### src/rtl/mul_add8.sv
// mul_add8: sequential 8-bit multiply-accumulate, P = A*B + C, using a fixed
// 8-step shift-and-add sequence under a start/busy/done handshake.
module mul_add8 (
  input  logic        clk,
  input  logic        rst,
  input  logic        start,
  input  logic [7:0]  A,
  input  logic [7:0]  B,
  input  logic [7:0]  C,
  output logic        busy,
  output logic        done,
  output logic [15:0] P
);

  typedef enum logic [1:0] {
    IDLE = 2'd0,
    RUN  = 2'd1,
    DONE = 2'd2
  } state_t;

  state_t      state, state_n;
  logic [15:0] mcand, mcand_n;
  logic [7:0]  mplier, mplier_n;
  logic [15:0] acc, acc_n;
  logic [2:0]  cnt, cnt_n;
  logic [15:0] p_r, p_n;
  logic        busy_r, done_r;
  logic [15:0] acc_step;

  // Add-if-LSB step; the maximum result 16'hFF00 fits, so no carry is kept.
  assign acc_step = mplier[0] ? (acc + mcand) : acc;

  always_comb begin
    state_n  = state;
    mcand_n  = mcand;
    mplier_n = mplier;
    acc_n    = acc;
    cnt_n    = cnt;
    p_n      = p_r;
    case (state)
      IDLE, DONE: begin
        if (start) begin
          mcand_n  = {8'h00, A};
          mplier_n = B;
          acc_n    = {8'h00, C};
          cnt_n    = '0;
          state_n  = RUN;
        end else begin
          state_n  = IDLE;
        end
      end
      RUN: begin
        acc_n    = acc_step;
        mcand_n  = mcand << 1;
        mplier_n = mplier >> 1;
        cnt_n    = cnt + 3'd1;
        if (cnt == 3'd7) begin
          p_n     = acc_step;
          state_n = DONE;
        end
      end
      default: state_n = IDLE;
    endcase
  end

  // busy/done are flopped from the next state so they are true register outputs.
  always_ff @(posedge clk) begin
    if (rst) begin
      state  <= IDLE;
      mcand  <= '0;
      mplier <= '0;
      acc    <= '0;
      cnt    <= '0;
      p_r    <= '0;
      busy_r <= 1'b0;
      done_r <= 1'b0;
    end else begin
      state  <= state_n;
      mcand  <= mcand_n;
      mplier <= mplier_n;
      acc    <= acc_n;
      cnt    <= cnt_n;
      p_r    <= p_n;
      busy_r <= (state_n == RUN);
      done_r <= (state_n == DONE);
    end
  end

  assign busy = busy_r;
  assign done = done_r;
  assign P    = p_r;

endmodule

### config.mk
export PLATFORM = sky130hd
export DESIGN_NAME = mul_add8
export DESIGN_NICKNAME = d
export VERILOG_FILES = /design/src/rtl/mul_add8.sv
export SDC_FILE = /design/constraint.sdc
export NUM_CORES = 1
export LEC_CHECK = 0
export ABC_CLOCK_PERIOD_IN_PS = 2800
export CAP_MARGIN = 20
export CORE_MARGIN = 4
export CORE_UTILIZATION = 50
export DETAILED_ROUTE_END_ITERATION = 12
export PLACE_DENSITY = 0.74
export SYNTH_ARGS = -nofsm -noshare
export SYNTH_HDL_FRONTEND = slang
export SYNTH_SLANG_ARGS = --single-unit
### constraint.sdc
create_clock -name clk -period 2.8 [get_ports clk]
set_input_delay 0.42 -clock clk [delete_from_list [all_inputs] [get_ports clk]]
set_output_delay 0.42 -clock clk [all_outputs]
set_load 0.02 [all_outputs]
Word-level counts from Yosys, hierarchy flattened --
Cells that the tools add are included. W data, S select, Z words.
Cells by class: shift-type cells 0, add/subtract/negate cells 2, $lt $le $gt $ge 0, divide/modulo/power cells 0, muxes and demuxes 12, bitwise logic cells 0, $mul 0, reduce and logical (&&, ||, !) cells 5, equality and inequality tests 6
Operators by type and width (number):
- $pmux W16 S2 | 2
- $mux W16 | 3
- $add A16 B16 Y16 | 1
- $pmux W8 S2 | 1
- $mux W8 | 1
- $pmux W3 S2 | 1
- $eq A2 B1 Y1 const B | 2
- $eq A2 B2 Y1 const B | 2
- $pmux W2 S2 | 1
- $reduce_and A2 Y1 | 2
- $add A3 B1 Y3 const B | 1
- $eq A3 B3 Y1 const B | 1
- $mux W3 | 1
- $logic_not A2 Y1 | 1
- $mux W2 | 1
- $ne A2 B2 Y1 const B | 1
- $reduce_bool A2 Y1 | 1
- $reduce_or A2 Y1 | 1
- $mux W1 | 1
Word-level totals: register bits after elaboration 63, latch bits 0, logic and storage cells 33, memories 0, RAM bits 0, ROM bits 0, output and inout bits 18

Longest topological paths before layout --
Gate-level depths: netlist of run 1.
word-level depth 4, mapped depth 8

Worst setup path before layout of run 1 --
OpenSTA, ideal clock, no wires.
kind reg2reg, start register mcand[0], end register p_r[8], in the netlist P[8], period minus slack after synthesis 2377 ps, setup slack 423 ps, setup time 114 ps, arrival time 2263 ps, path buffers 0, required time 2686 ps, cell stages (with the launch flop) 9, cells stage by stage dfxtp_1 > ha_1 > fa_1 > a21o_2 > a311oi_1 > o21ai_0 > a21oi_1 > xor2_1 > a2111oi_0
On the way: cells in the longest elaborated chain, start to end 2
RTL lines:
- start, declared | RTL line 22 | logic [15:0] mcand, mcand_n;
- start signal, assigned | RTL line 79 | mcand <= mcand_n;
- $add A16 B16 Y16 | RTL line 31 | assign acc_step = mplier[0] ? (acc + mcand) : acc;
- $mux W16 | RTL line 31
- end signal, assigned | RTL line 83 | p_r <= p_n;
- end, declared | RTL line 26 | logic [15:0] p_r, p_n;
No other way between the ends. A chain may end at the register's enable or synchronous reset.

Final worst setup path of run 1 --
Same ends and word-level chain as after synthesis.

==> results summary, run 1 <==
The run finished with clean final reports. The clock net in this run drives a total of 63 sinks. The final-layout worst hold slack is 0.459 ns. The final core utilization came out at between 60% and 70%. Synthesis produced a netlist whose cell count is 385.

The mapped cell area is 3290 um^2. For this design the top-level I/O count stands at 45. The average cell area after synthesis came out at about 8.6 um^2. The CTS clock-pin slew for the worst setup and hold paths came out at 0.07 ns. The slowest cell on the critical path is fa_1.

For the pin with the worst max-slew slack, the measured transition is just under 0.9 ns. The synthesized netlist net count came out at 430. The post-synthesis async set-or-reset flop share came out at 0%.

The number of gates resized after CTS is 0. The initialized floorplan defines 29 standard-cell rows. STA classifies the critical path startpoint as a flip-flop. The setup violation total in the final timing report is 0. The detailed-route DRC error count is 0. The tool flagged a number of max-cap violations equal to 0. The net total in the final layout came out at 468. Data on the critical path is required at its endpoint by 3.03 ns.

The overall global routing resource usage came out at roughly 22%. In this run the deepest clock path goes through 2 buffers. The later-pin clock latency in the skew report is 0.35 ns.

The number of buffers inserted to repair setup after CTS came out at 0. The tree is rooted in a clkbuf_8. The die is around 89 um wide.

The maximum fanout encountered on the critical timing path is 3. In this run, synthesis produced a sequential element count of 63. The time the worst path needs with I/O delays and setup came out at 2.53 ns. The number of nets with antenna violations after routing is 0. The floorplan step defined a core boundary enclosing 6390 um^2. The total power is 2.18 mW. The areal power density over the cells is 541 nW/um^2. The height of the chip is 89.2 um. The maximum resistive drop on vdd came out at 0.368 mV.

The accumulated negative setup slack is 0 ns. The fraction of final layout cells sized beyond drive strength 1 came out at 8.41%. The count of vias placed by the detailed router is about 3100. The worst path setup slack after routing came out at 0.269 ns.

The leakage power total came out at 1.59 nW. The top flip-flop cell by instance count after synthesis is dfxtp_1. The maximum number of pins on one net before global-route repair came out at 34. In the finished design, the share of the clock period the worst path needs comes to roughly nine tenths. For this configuration, the core starts out at a cell density of 51.6%.

The critical path in this run is classified as flip-flop to flip-flop. Static timing analysis puts the maximum clock frequency at 395 MHz. The relative area change from synthesis to final layout came out at 22.5%. The arrival time at the worst endpoint is between 2 and 3 ns.

The number of library cell types mapped by synthesis is 50. The worst setup path is captured at a flip-flop. The routed design has around 8.5 mm of wire. After the first detailed-routing iteration, the DRC count stood at 261. The routed wirelength normalized by instance count is between 15 and 20 um. The global-route wire length before repair is 13.7 mm. Setup repair after global routing left no endpoint under its margin. The first detailed-routing pass ran for 5 iterations. Sequential elements use 38.3% of the synthesized area. The number of buffer cells added on primary ports came out at 44. Buffers inserted during clock tree synthesis total 9.

The number of flops mapped to enable cells by yosys is 0. The number of antenna violations at the first check in global routing was 0. The detailed-placement wirelength estimate came out at between 5 and 6 mm. The number of hold buffers added after CTS was 0. The worst clock skew is roughly 0.010 ns.

The number of failing hold endpoints at the final stage came to 0. The number of pins exceeding their max-slew limit in the final report is 0. The congestion estimate from routability-driven global placement came to 0.926. The number of global-route vias before repair is approximately 2800.

The full die area came out at 7950 um^2. During synthesis, Yosys emitted a total of 0 warnings. The placement-stage worst setup slack came out at 0.224 ns.

The tightest min-delay check is of the flip-flop to flip-flop type. Traced cell by cell, the critical path runs through ha_1 > fa_1 > a21o_2 > a311oi_2 > o21ai_0 > a21oi_1 > xor2_1 > a2111oi_1. The total grt overflow is 0. After detailed routing, the number of vias per cell comes to 6.05. The number of H-tree levels came out at 3. The largest incremental delay on the critical path came out at about 0.43 ns. The worst slew margin relative to its limit came out at approximately two fifths.

TritonCTS built the clock tree. The number of diodes came out at 0.
## critical path, delay by kind of cell, from the launching register on
family	cells	cell delay [ns]
AO/OA/AOI/OAI	5	1.29
adder cells (fa/ha/maj)	2	0.68
flip-flops	1	0.34
XOR/XNOR	1	0.10
## state kept, by name (all words and copies together), names as in the netlist
signal / count
done: 1
acc: 16
state: 2
busy: 1
P: 16
mcand: 16
cnt: 3
mplier: 8
## report_power, final
part	switching, mW	leakage [nW]	total (mW)	internal (mW)
combinational	0.178	0.965	0.313	0.135
sequential	0.0298	0.513	0.962	0.932
clock	0.375	0.113	0.904	0.529
## cell families (layout without fill, tap and decap cells)
logic type	Yosys count	after routing	share of synthesized area [%]
AOI/OAI and AO/OA	121	121	24.7
and+or+nand+nor	117	117	16.3
DFF	63	63	38.3
buffers and inverters	33	76	3.99
muxes	21	21	6.50
adders and majority gates	18	18	7.07
xor gates and xnor gates	12	12	3.19
## through the flow
stage	cells	instance area (um^2)
6_report	505	4030
5_1_grt	505	4030
4_1_cts	505	4030
3_5_place_dp	489	3790
3_3_place_gp	489	3790
2_1_floorplan	385	3290
## cell usage in the layout (no fill, tap or decap), types with 3 or more instances in the layout
cell type	n
clkdlybuf4s50_1	43
buf_4	10
dfxtp_1	63
nand3_1	8
a21o_1	8
a21oi_1	37
nor3b_1	3
o211ai_1	4
a211o_1	3
nand3b_1	3
o21bai_1	3
o21ai_0	10
a22oi_1	20
ha_1	17
xnor2_1	8
mux2i_1	18
nor2_1	55
a211oi_1	21
nand4_1	3
or3_1	3
xor2_1	4
inv_1	6
nor3_1	6
clkbuf_8	10
clkinv_4	3
nand2_1	24
## Yosys cell counts (all sizes together) (2+ instances only)
master  count  share of area (%)
nor3b       3               0.68
or4         2               0.46
nand4       3               0.57
a22o        2               0.53
nand2      24                2.7
nand3b      3               0.68
clkbuf     19                2.2
xnor2       8                2.1
a21o        9                2.1
mux2i      18                5.5
dfxtp      63                 38
a211oi     21                4.8
or3         4               0.91
a22oi      20                4.6
o211ai      5                1.3
a211o       3               0.80
o21ai      11                1.7
a21oi      37                5.6
a221oi      2               0.72
o21bai      3               0.68
nor2b       3               0.57
nor3        6               0.91
buf         8                1.1
and2        2               0.38
nor2       55                6.3
inv         6               0.68
mux2        3                1.0
nand3       8                1.2
ha         17                6.5
a31oi       2               0.38
xor2        4                1.1
## layer usage
layer | GRT usage [%] | up-vias | routed length (um)
li1 | - | 1472 | -
met1 | 30.7 | 1415 | 3780
met2 | 32.6 | 143 | 3720
met3 | 4.79 | 24 | 738
met4 | 11.5 | 0 | 292
met5 | 0 | - | 0
## area by class of cell
| type | instances | area [um^2] |
|---|---|---|
| Timing Repair Buffer | 54 | 510 |
| Clock buffer | 10 | 138 |
| Fill cell | 553 | 2350 |
| Tap cell | 77 | 96.3 |
| Multi-Input combinational cell | 289 | 1910 |
| Inverter | 6 | 22.5 |
| Clock inverter | 6 | 93.8 |
| Sequential cell | 63 | 1260 |
## worst paths after layout
kind | depth (start not counted) | from | slack [ns] | endpoint
worst max-delay path | 8 | mcand[0] | 0.27 | P[8]
worst min-delay path | 2 | P[5] | 0.46 | P[5]
worst max register to register | 8 | mcand[0] | 0.27 | P[8]
worst min register to register | 2 | P[5] | 0.46 | P[5]
No activity file was read; power rests on OpenSTA's default activity.
==> inputs of run 2 (changes only) <==
==> config.mk (replaced) <==
export PLATFORM = sky130hd
export DESIGN_NAME = mul_add8
export DESIGN_NICKNAME = d
export VERILOG_FILES = /design/src/rtl/mul_add8.sv
export SDC_FILE = /design/constraint.sdc
export NUM_CORES = 1
export LEC_CHECK = 0
export ABC_CLOCK_PERIOD_IN_PS = 3200
export CAP_MARGIN = 20
export CORE_MARGIN = 4
export CORE_UTILIZATION = 59
export DETAILED_ROUTE_END_ITERATION = 12
export PLACE_DENSITY = 0.85
export SYNTH_ARGS = -nofsm -noshare
export SYNTH_HDL_FRONTEND = slang
export SYNTH_SLANG_ARGS = --single-unit
==> constraint.sdc (replaced) <==
create_clock -name clk -period 3.2 [get_ports clk]
set_input_delay 0.48 -clock clk [delete_from_list [all_inputs] [get_ports clk]]
set_output_delay 0.48 -clock clk [all_outputs]
set_load 0.02 [all_outputs]
==> results summary, run 2 (synthesized netlist as in run 1, its figures left out) <==
The run finished with clean final reports. The CTS clock-pin slew for the worst setup and hold paths came out at 0.07 ns (about the same). The number of failing hold endpoints at the final stage came to 0 (unchanged). The fraction of final layout cells sized beyond drive strength 1 came out at 7.75% (-0.66 points).

The placement-stage worst setup slack was 0.420 ns (+0.195 ns). The worst slew margin relative to its limit is 50.8% (+9.7 points). The cell row count was 26 (-10%). The setup violation total in the final timing report was 0 (unchanged). The worst setup path is of the flip-flop to flip-flop kind. The critical path starts at mcand[0]. The time the worst path needs with I/O delays and setup came out at 2.86 ns (+0.332 ns). The final weighted congestion in routability-driven placement is 0.916 (-1.1%). The instance count on the critical path is 8 (unchanged). The worst clock skew is 0.00555 ns (-0.00454 ns).

The endpoint required time on the critical path is 3.42 ns (+0.39 ns). The full die area is 6840 um^2 (-14%). The leakage power total was 1.59 nW (-0.23%).

The most critical setup path has its endpoint at P[8]. The count of hold-fix buffers inserted at cts came out at 0 (unchanged). The tree is rooted in a clkbuf_8. The overall global routing resource usage came to 27.2% (+5.0 points). The worst register-to-register path begins at mcand[0].

The type of the worst min-delay path is flip-flop to flip-flop. The number of gates resized after CTS came to 0 (unchanged). TritonCTS built the clock tree.

The number of antenna violations at the first check in global routing is 0 (unchanged). The worst setup path is captured at a flip-flop. The top-level port count is 45 (unchanged). The maximum fanout encountered on the critical timing path was 4 (+1). The number of maximum-capacitance violations came to 0 (unchanged). The horizontal die dimension is 82.7 um (-7.2%). The arrival time at the worst endpoint came out at 3.08 ns (+0.32 ns). The area of the core region is 5270 um^2 (-17%).

The count of routing violations after the opening detailed-route iteration is 232 (-11%). The later-pin clock latency in the skew report is 0.34 ns (about the same). On the critical path the largest part of the delay comes from compound AO/OA/AOI/OAI gates. The final-layout worst hold slack came to 0.462 ns (+0.00232 ns).

The count of vias placed by the detailed router was 3007 (-1.5%). The initial core utilization is 62.5% (+11 points). The actual transition at the worst max-transition pin came out at 0.738 ns (-0.142 ns). The maximum number of pins on one net before global-route repair is 34 (unchanged). The global-route wire length before repair came to 13.8 mm (+1.1%). The worst-case clock buffer depth is 2 (unchanged). The register-to-register path setup slack came out at 0.34 ns (+0.07 ns).

The accumulated negative setup slack is 0 ns (unchanged). The height of the chip came to 82.7 um (-7.2%). The number of nets with antenna violations after routing is 0 (unchanged). The maximum resistive drop on vdd is 0.425 mV (+16%).

The relative area change from synthesis to final layout came out at 21.5%. The maximum operating frequency is 349 MHz (-12%). The largest incremental delay on the critical path is 0.55 ns (+0.12 ns). The number of clock buffers inserted by TritonCTS is 9 (unchanged).

Setup repair after global routing left no endpoint under its margin. The slowest stage of the critical path is the a311oi_1 cell. The library cells used most frequently in the layout, excluding fill and tap cells, are dfxtp_1, nor2_1, clkdlybuf4s50_1.

Leaving out fill and tap cells, the most frequent cell in the layout is dfxtp_1. The signal on the critical path passes through ha_1 > fa_1 > a21o_2 > a311oi_1 > o21ai_0 > a21oi_1 > xor2_1 > a2111oi_0. The total grt overflow came out at 0 (unchanged).

The count of TritonRoute iterations in the first routing pass was 7 (+2). The count of buffer and inverter cells on the critical path is 0 (unchanged). The worst register-to-register path ends at P[8].

The net total in the final layout is 466 (-0.43%). The number of buffers inserted to repair setup after CTS came to 0 (unchanged). The areal power density over the cells is 478 nW/um^2 (-12%). The number of global-route vias before repair came to 2898 (+4.6%). The routed wirelength normalized by instance count came out at 17.5 um (+3.3%). The number of buffer cells added on primary ports is 44 (unchanged). The worst setup path is launched from a flip-flop. The worst path setup slack after routing was 0.337 ns (+0.0675 ns). The detailed-placement wirelength estimate is 5.99 mm (+2.8%). The number of H-tree levels was 3 (unchanged). The fraction of the cycle the final worst path needs came out at 89.5% (-0.91 points). The number of diodes was 0 (unchanged).

The count of cells along the worst register-to-register path is 8 (unchanged). The sum of routed wire length over all layers came to 8.66 mm (+1.5%). The vias per cell came out at 6.06 (+0.25%). The number of clock sinks is 63 (unchanged).

The detailed-route DRC error count came out at 0 (unchanged). The number of pins exceeding their max-slew limit in the final report is 0 (unchanged).
## run 2: cell types whose count changed in the layout (fill, tap and decap cells not counted), sizes merged
cell	change
clkbuf	+1
clkinvlp	-1
clkinv	-1
buf	-2
inv	+1
## run 2: per-stage QoR
stage / area (um^2) / power, mW / instances / util [%]
global placement: 3770 / 1.11 / 480 / 71.5
global route: 4000 / 1.98 / 496 / 75.9
finish: 4000 / 1.91 / 496 / 75.9
detailed placement: 3770 / 1.12 / 480 / 71.5
floorplan: 3290 / 1.03 / 385 / -
CTS: 4000 / 1.91 / 496 / 75.9
## run 2: how the worst min path moves through the flow
stage,startpoint,slack [ns],endpoint,cells past startpoint
2_1_floorplan,acc[0],0.45,acc[0],2
3_3_place_gp,P[7],0.44,P[7],2
3_5_place_dp,P[7],0.45,P[7],2
4_1_cts,P[7],0.46,P[7],2
5_1_grt,acc[0],0.50,acc[0],2
6_report,P[7],0.46,P[7],2
## run 2: worst register-to-register path: cells and delay by family, from the launching register on
family | cells | cell delay [ns]
flops | 1 | 0.33
compound gates | 5 | 1.66
fa+ha+maj | 2 | 0.65
xor+xnor | 1 | 0.12
## run 2: layout make-up
| class | instances | area [um^2] |
|---|---|---|
| clock inverter | 5 | 78.8 |
| fill | 397 | 1270 |
| sequential | 63 | 1260 |
| inverter | 6 | 22.5 |
| multi-input combinational | 289 | 1900 |
| clock buffer | 11 | 151 |
| timing repair buffer | 52 | 495 |
| tap | 70 | 87.6 |
## run 2: power breakdown
group | switching [mW] | total (mW) | internal (mW)
clock network | 0.316 | 0.797 | 0.481
registers | 0.0254 | 0.841 | 0.816
logic | 0.157 | 0.272 | 0.115
## run 2: routing by layer
| layer | wire (um) | global-route usage, % | share of wire [%] | up-vias |
|---|---|---|---|---|
| met2 | 4290 | 48.1 | 50 | 105 |
| met1 | 3640 | 31.7 | 42 | 1399 |
| met4 | 184 | 11.1 | 2.1 | 0 |
| li1 | - | - | - | 1483 |
| met3 | 541 | 6.07 | 6.2 | 20 |
| met5 | 0 | 0 | 0 | - |
==> inputs of run 3 (changes only) <==
--- a/config.mk
+++ b/config.mk
@@ -5,7 +5,7 @@
 export SDC_FILE = /design/constraint.sdc
 export NUM_CORES = 1
 export LEC_CHECK = 0
-export ABC_CLOCK_PERIOD_IN_PS = 3200
+export ABC_CLOCK_PERIOD_IN_PS = 3500
 export CAP_MARGIN = 20
 export CORE_MARGIN = 4
 export CORE_UTILIZATION = 59
==> constraint.sdc (replaced) <==
create_clock -name clk -period 3.5 [get_ports clk]
set_input_delay 0.525 -clock clk [delete_from_list [all_inputs] [get_ports clk]]
set_output_delay 0.525 -clock clk [all_outputs]
set_load 0.02 [all_outputs]
==> results summary, run 3 (synthesized netlist as in run 1, its figures left out) <==
The flow ran to the end, and the final reports show no timing, DRC or antenna violations. The horizontal die dimension was 82.7 um (unchanged). CTS placed an instance of clkbuf_8 at the clock tree root. The launching element type of the critical path is a flip-flop. The number of clock sinks is 63 (unchanged). The largest incremental delay on the critical path was 0.52 ns (-0.03 ns).

The fraction of the cycle the final worst path needs is 77.3% (-12 points). The number of pins exceeding their max-slew limit in the final report is 0 (unchanged). The initial core utilization is 62.5% (unchanged). Leaving out fill and tap cells, the most frequent cell in the layout is dfxtp_1. The critical path goes through ha_1 > fa_1 > a21o_2 > a311oi_1 > o21ai_0 > a21oi_1 > xor2_1 > a2111oi_0. The number of global-route vias before repair came out at 2777 (-4.2%). The later-pin clock latency in the skew report came out at 0.35 ns (about the same). The standard cell area after detailed placement came out at 3760 um^2 (-0.20%). The internal portion of total power came to 1.29 mW (-8.5%).

The worst setup path is of the flip-flop to flip-flop kind. The number of gates resized after CTS came out at 0 (unchanged). The accumulated negative setup slack is 0 ns (unchanged). The actual transition at the worst max-transition pin was 0.774 ns (+0.0363 ns). The net switching fraction of the power came out at 25.3% (-0.76 points). The endpoint required time on the critical path is 3.73 ns (+0.31 ns).

The areal power density over the cells is 434 nW/um^2 (-9.2%). The net total in the final layout was 465 (-0.21%). The leakage power total came out at 1.58 nW (-0.68%). The CTS clock-pin slew for the worst setup and hold paths came to 0.07 ns (about the same). The clock network fraction of total power is 41.4% (-0.3 points). STA classifies the critical path endpoint as a flip-flop. The maximum operating frequency came out at 370 MHz (+5.9%). The worst clock skew is 0.0104 ns (+0.00488 ns). The relative area change from synthesis to final layout came out at 21.0%. The number of failing hold endpoints at the final stage came out at 0 (unchanged). The time the worst path needs with I/O delays and setup is 2.70 ns (-0.159 ns). The total grt overflow came out at 0 (unchanged).

The worst path setup slack after routing is 0.796 ns (+0.459 ns). The global-route wire length before repair came out at 13.3 mm (-3.7%). The count of vias placed by the detailed router is 2979 (-0.93%). Setup repair after global routing left no endpoint under its margin.

The count of routing violations after the opening detailed-route iteration came out at 260 (+12%). The detailed-route DRC error count is 0 (unchanged). The detailed-placement wirelength estimate came to 5.87 mm (-1.9%). Broken down by cell family, the worst path's largest delay share belongs to compound AO/OA/AOI/OAI gates. The total power is 1.73 mW (-9.5%). The vias per cell is 6.02 (-0.73%). The maximum number of pins on one net before global-route repair is 37 (+8.8%). On the critical path, the stage with the largest delay is an instance of a311oi_1. The maximum fanout encountered on the critical timing path is 4 (unchanged). The count of buffer and inverter cells on the critical path came out at 0 (unchanged). The sequential share of power is 44.5% (+0.5 points). The fraction of final layout cells sized beyond drive strength 1 is 7.06% (-0.69 points). The net switching power of the design came out at 438 uW (-12%). The number of antenna violations at the first check in global routing was 0 (unchanged). The maximum resistive drop on vdd came out at 0.292 mV (-31%). The arrival time at the worst endpoint came out at 2.93 ns (-0.15 ns).

The number of nets with antenna violations after routing is 0 (unchanged). The library cells used most frequently in the layout, excluding fill and tap cells, are dfxtp_1, nor2_1, clkdlybuf4s50_1. The setup violation total in the final timing report came to 0 (unchanged). The cell row count came out at 26 (unchanged). The number of maximum-capacitance violations is 0 (unchanged).

The total non-filler cell area in the finished layout is 3990 um^2 (-0.34%). The worst-case clock buffer depth came out at 2 (unchanged). The worst slew margin relative to its limit is 48.3% (-2.5 points).

The height of the chip is 82.7 um (unchanged). The count of hold-fix buffers inserted at cts is 0 (unchanged). The number of fill cells came to 412 (+3.8%). The number of clock buffers inserted by TritonCTS was 9 (unchanged). The full die area was 6840 um^2 (unchanged). The overall global routing resource usage came out at 26.2% (-1.1 points). The count of TritonRoute iterations in the first routing pass is 5 (-2). The area of the core region is 5270 um^2 (unchanged). The number of diodes is 0 (unchanged).

The logic gate share of total power is 14.1% (about the same). The final weighted congestion in routability-driven placement was 0.917 (+0.19%). The number of buffer cells added on primary ports came out at 44 (unchanged). The number of H-tree levels came out at 3 (unchanged). The top-level port count is 45 (unchanged). The tightest min-delay check is of the flip-flop to flip-flop type.

The sum of routed wire length over all layers is 8.36 mm (-3.5%). The CTS tree is yes. The routed wirelength normalized by instance count is 16.9 um (-3.3%). The placement-stage worst setup slack is 0.842 ns (+0.422 ns).

The number of buffers inserted to repair setup after CTS is 0 (unchanged).
-- run 3: cell count changes in the layout (fill, tap and decap cells not counted), sizes merged --
cell    previous run  this run
clkbuf            11        13
buf                9         8
clkinv             2         1
inv                7         6
-- run 3: power by group through the flow --
stage | Clock, mW | Combinational [mW] | Sequential (mW)
4_1_cts | 0.727 | 0.243 | 0.769
6_report | 0.716 | 0.244 | 0.770
2_1_floorplan | 0 | 0.164 | 0.779
5_1_grt | 0.759 | 0.267 | 0.772
3_3_place_gp | 0 | 0.234 | 0.783
3_5_place_dp | 0 | 0.241 | 0.785
-- run 3: area by class of cell --
class	instances	area, um^2	share of cell area (%)
inverters	6	22.5	0.565
clock buffers	13	159	3.99
repair buffers	51	488	12.2
multi-input cells	289	1900	47.7
flip-flops and latches	63	1260	31.6
clock inverters	3	65.1	1.63
well taps	70	87.6	2.20
-- run 3: per-stage QoR --
stage | utilization, % | instances | hold slack [ns]
2_1_floorplan | - | 385 | 0.448
3_3_place_gp | 71.4 | 479 | 0.442
3_5_place_dp | 71.4 | 479 | 0.446
4_1_cts | 75.6 | 495 | 0.455
5_1_grt | 75.6 | 495 | 0.470
6_report | 75.6 | 495 | 0.455
-- run 3: worst reg2reg max path, stage by stage (launching register included) --
cell	delay [ns]
dfxtp_1	0.33
ha_1	0.24
fa_1	0.41
a21o_2	0.24
a311oi_1	0.52
o21ai_0	0.19
a21oi_1	0.19
xor2_1	0.11
a2111oi_0	0.36
-- run 3: routing by layer --
layer / routed length, um / vias up / track usage [%]
li1: - / 1488 / -
met1: 3580 / 1372 / 31.4
met2: 4090 / 100 / 44.5
met3: 478 / 19 / 6.18
met4: 209 / 0 / 11.3
met5: 0 / - / 0
-- run 3: final timing paths --
kind / slack [ns] / cells after the start / to / from
worst min-delay path: 0.45 / 2 / P[7] / P[7]
worst min register to register: 0.45 / 2 / P[7] / P[7]
worst max register to register: 0.80 / 8 / P[8] / mcand[0]
worst max-delay path: 0.80 / 8 / P[8] / mcand[0]
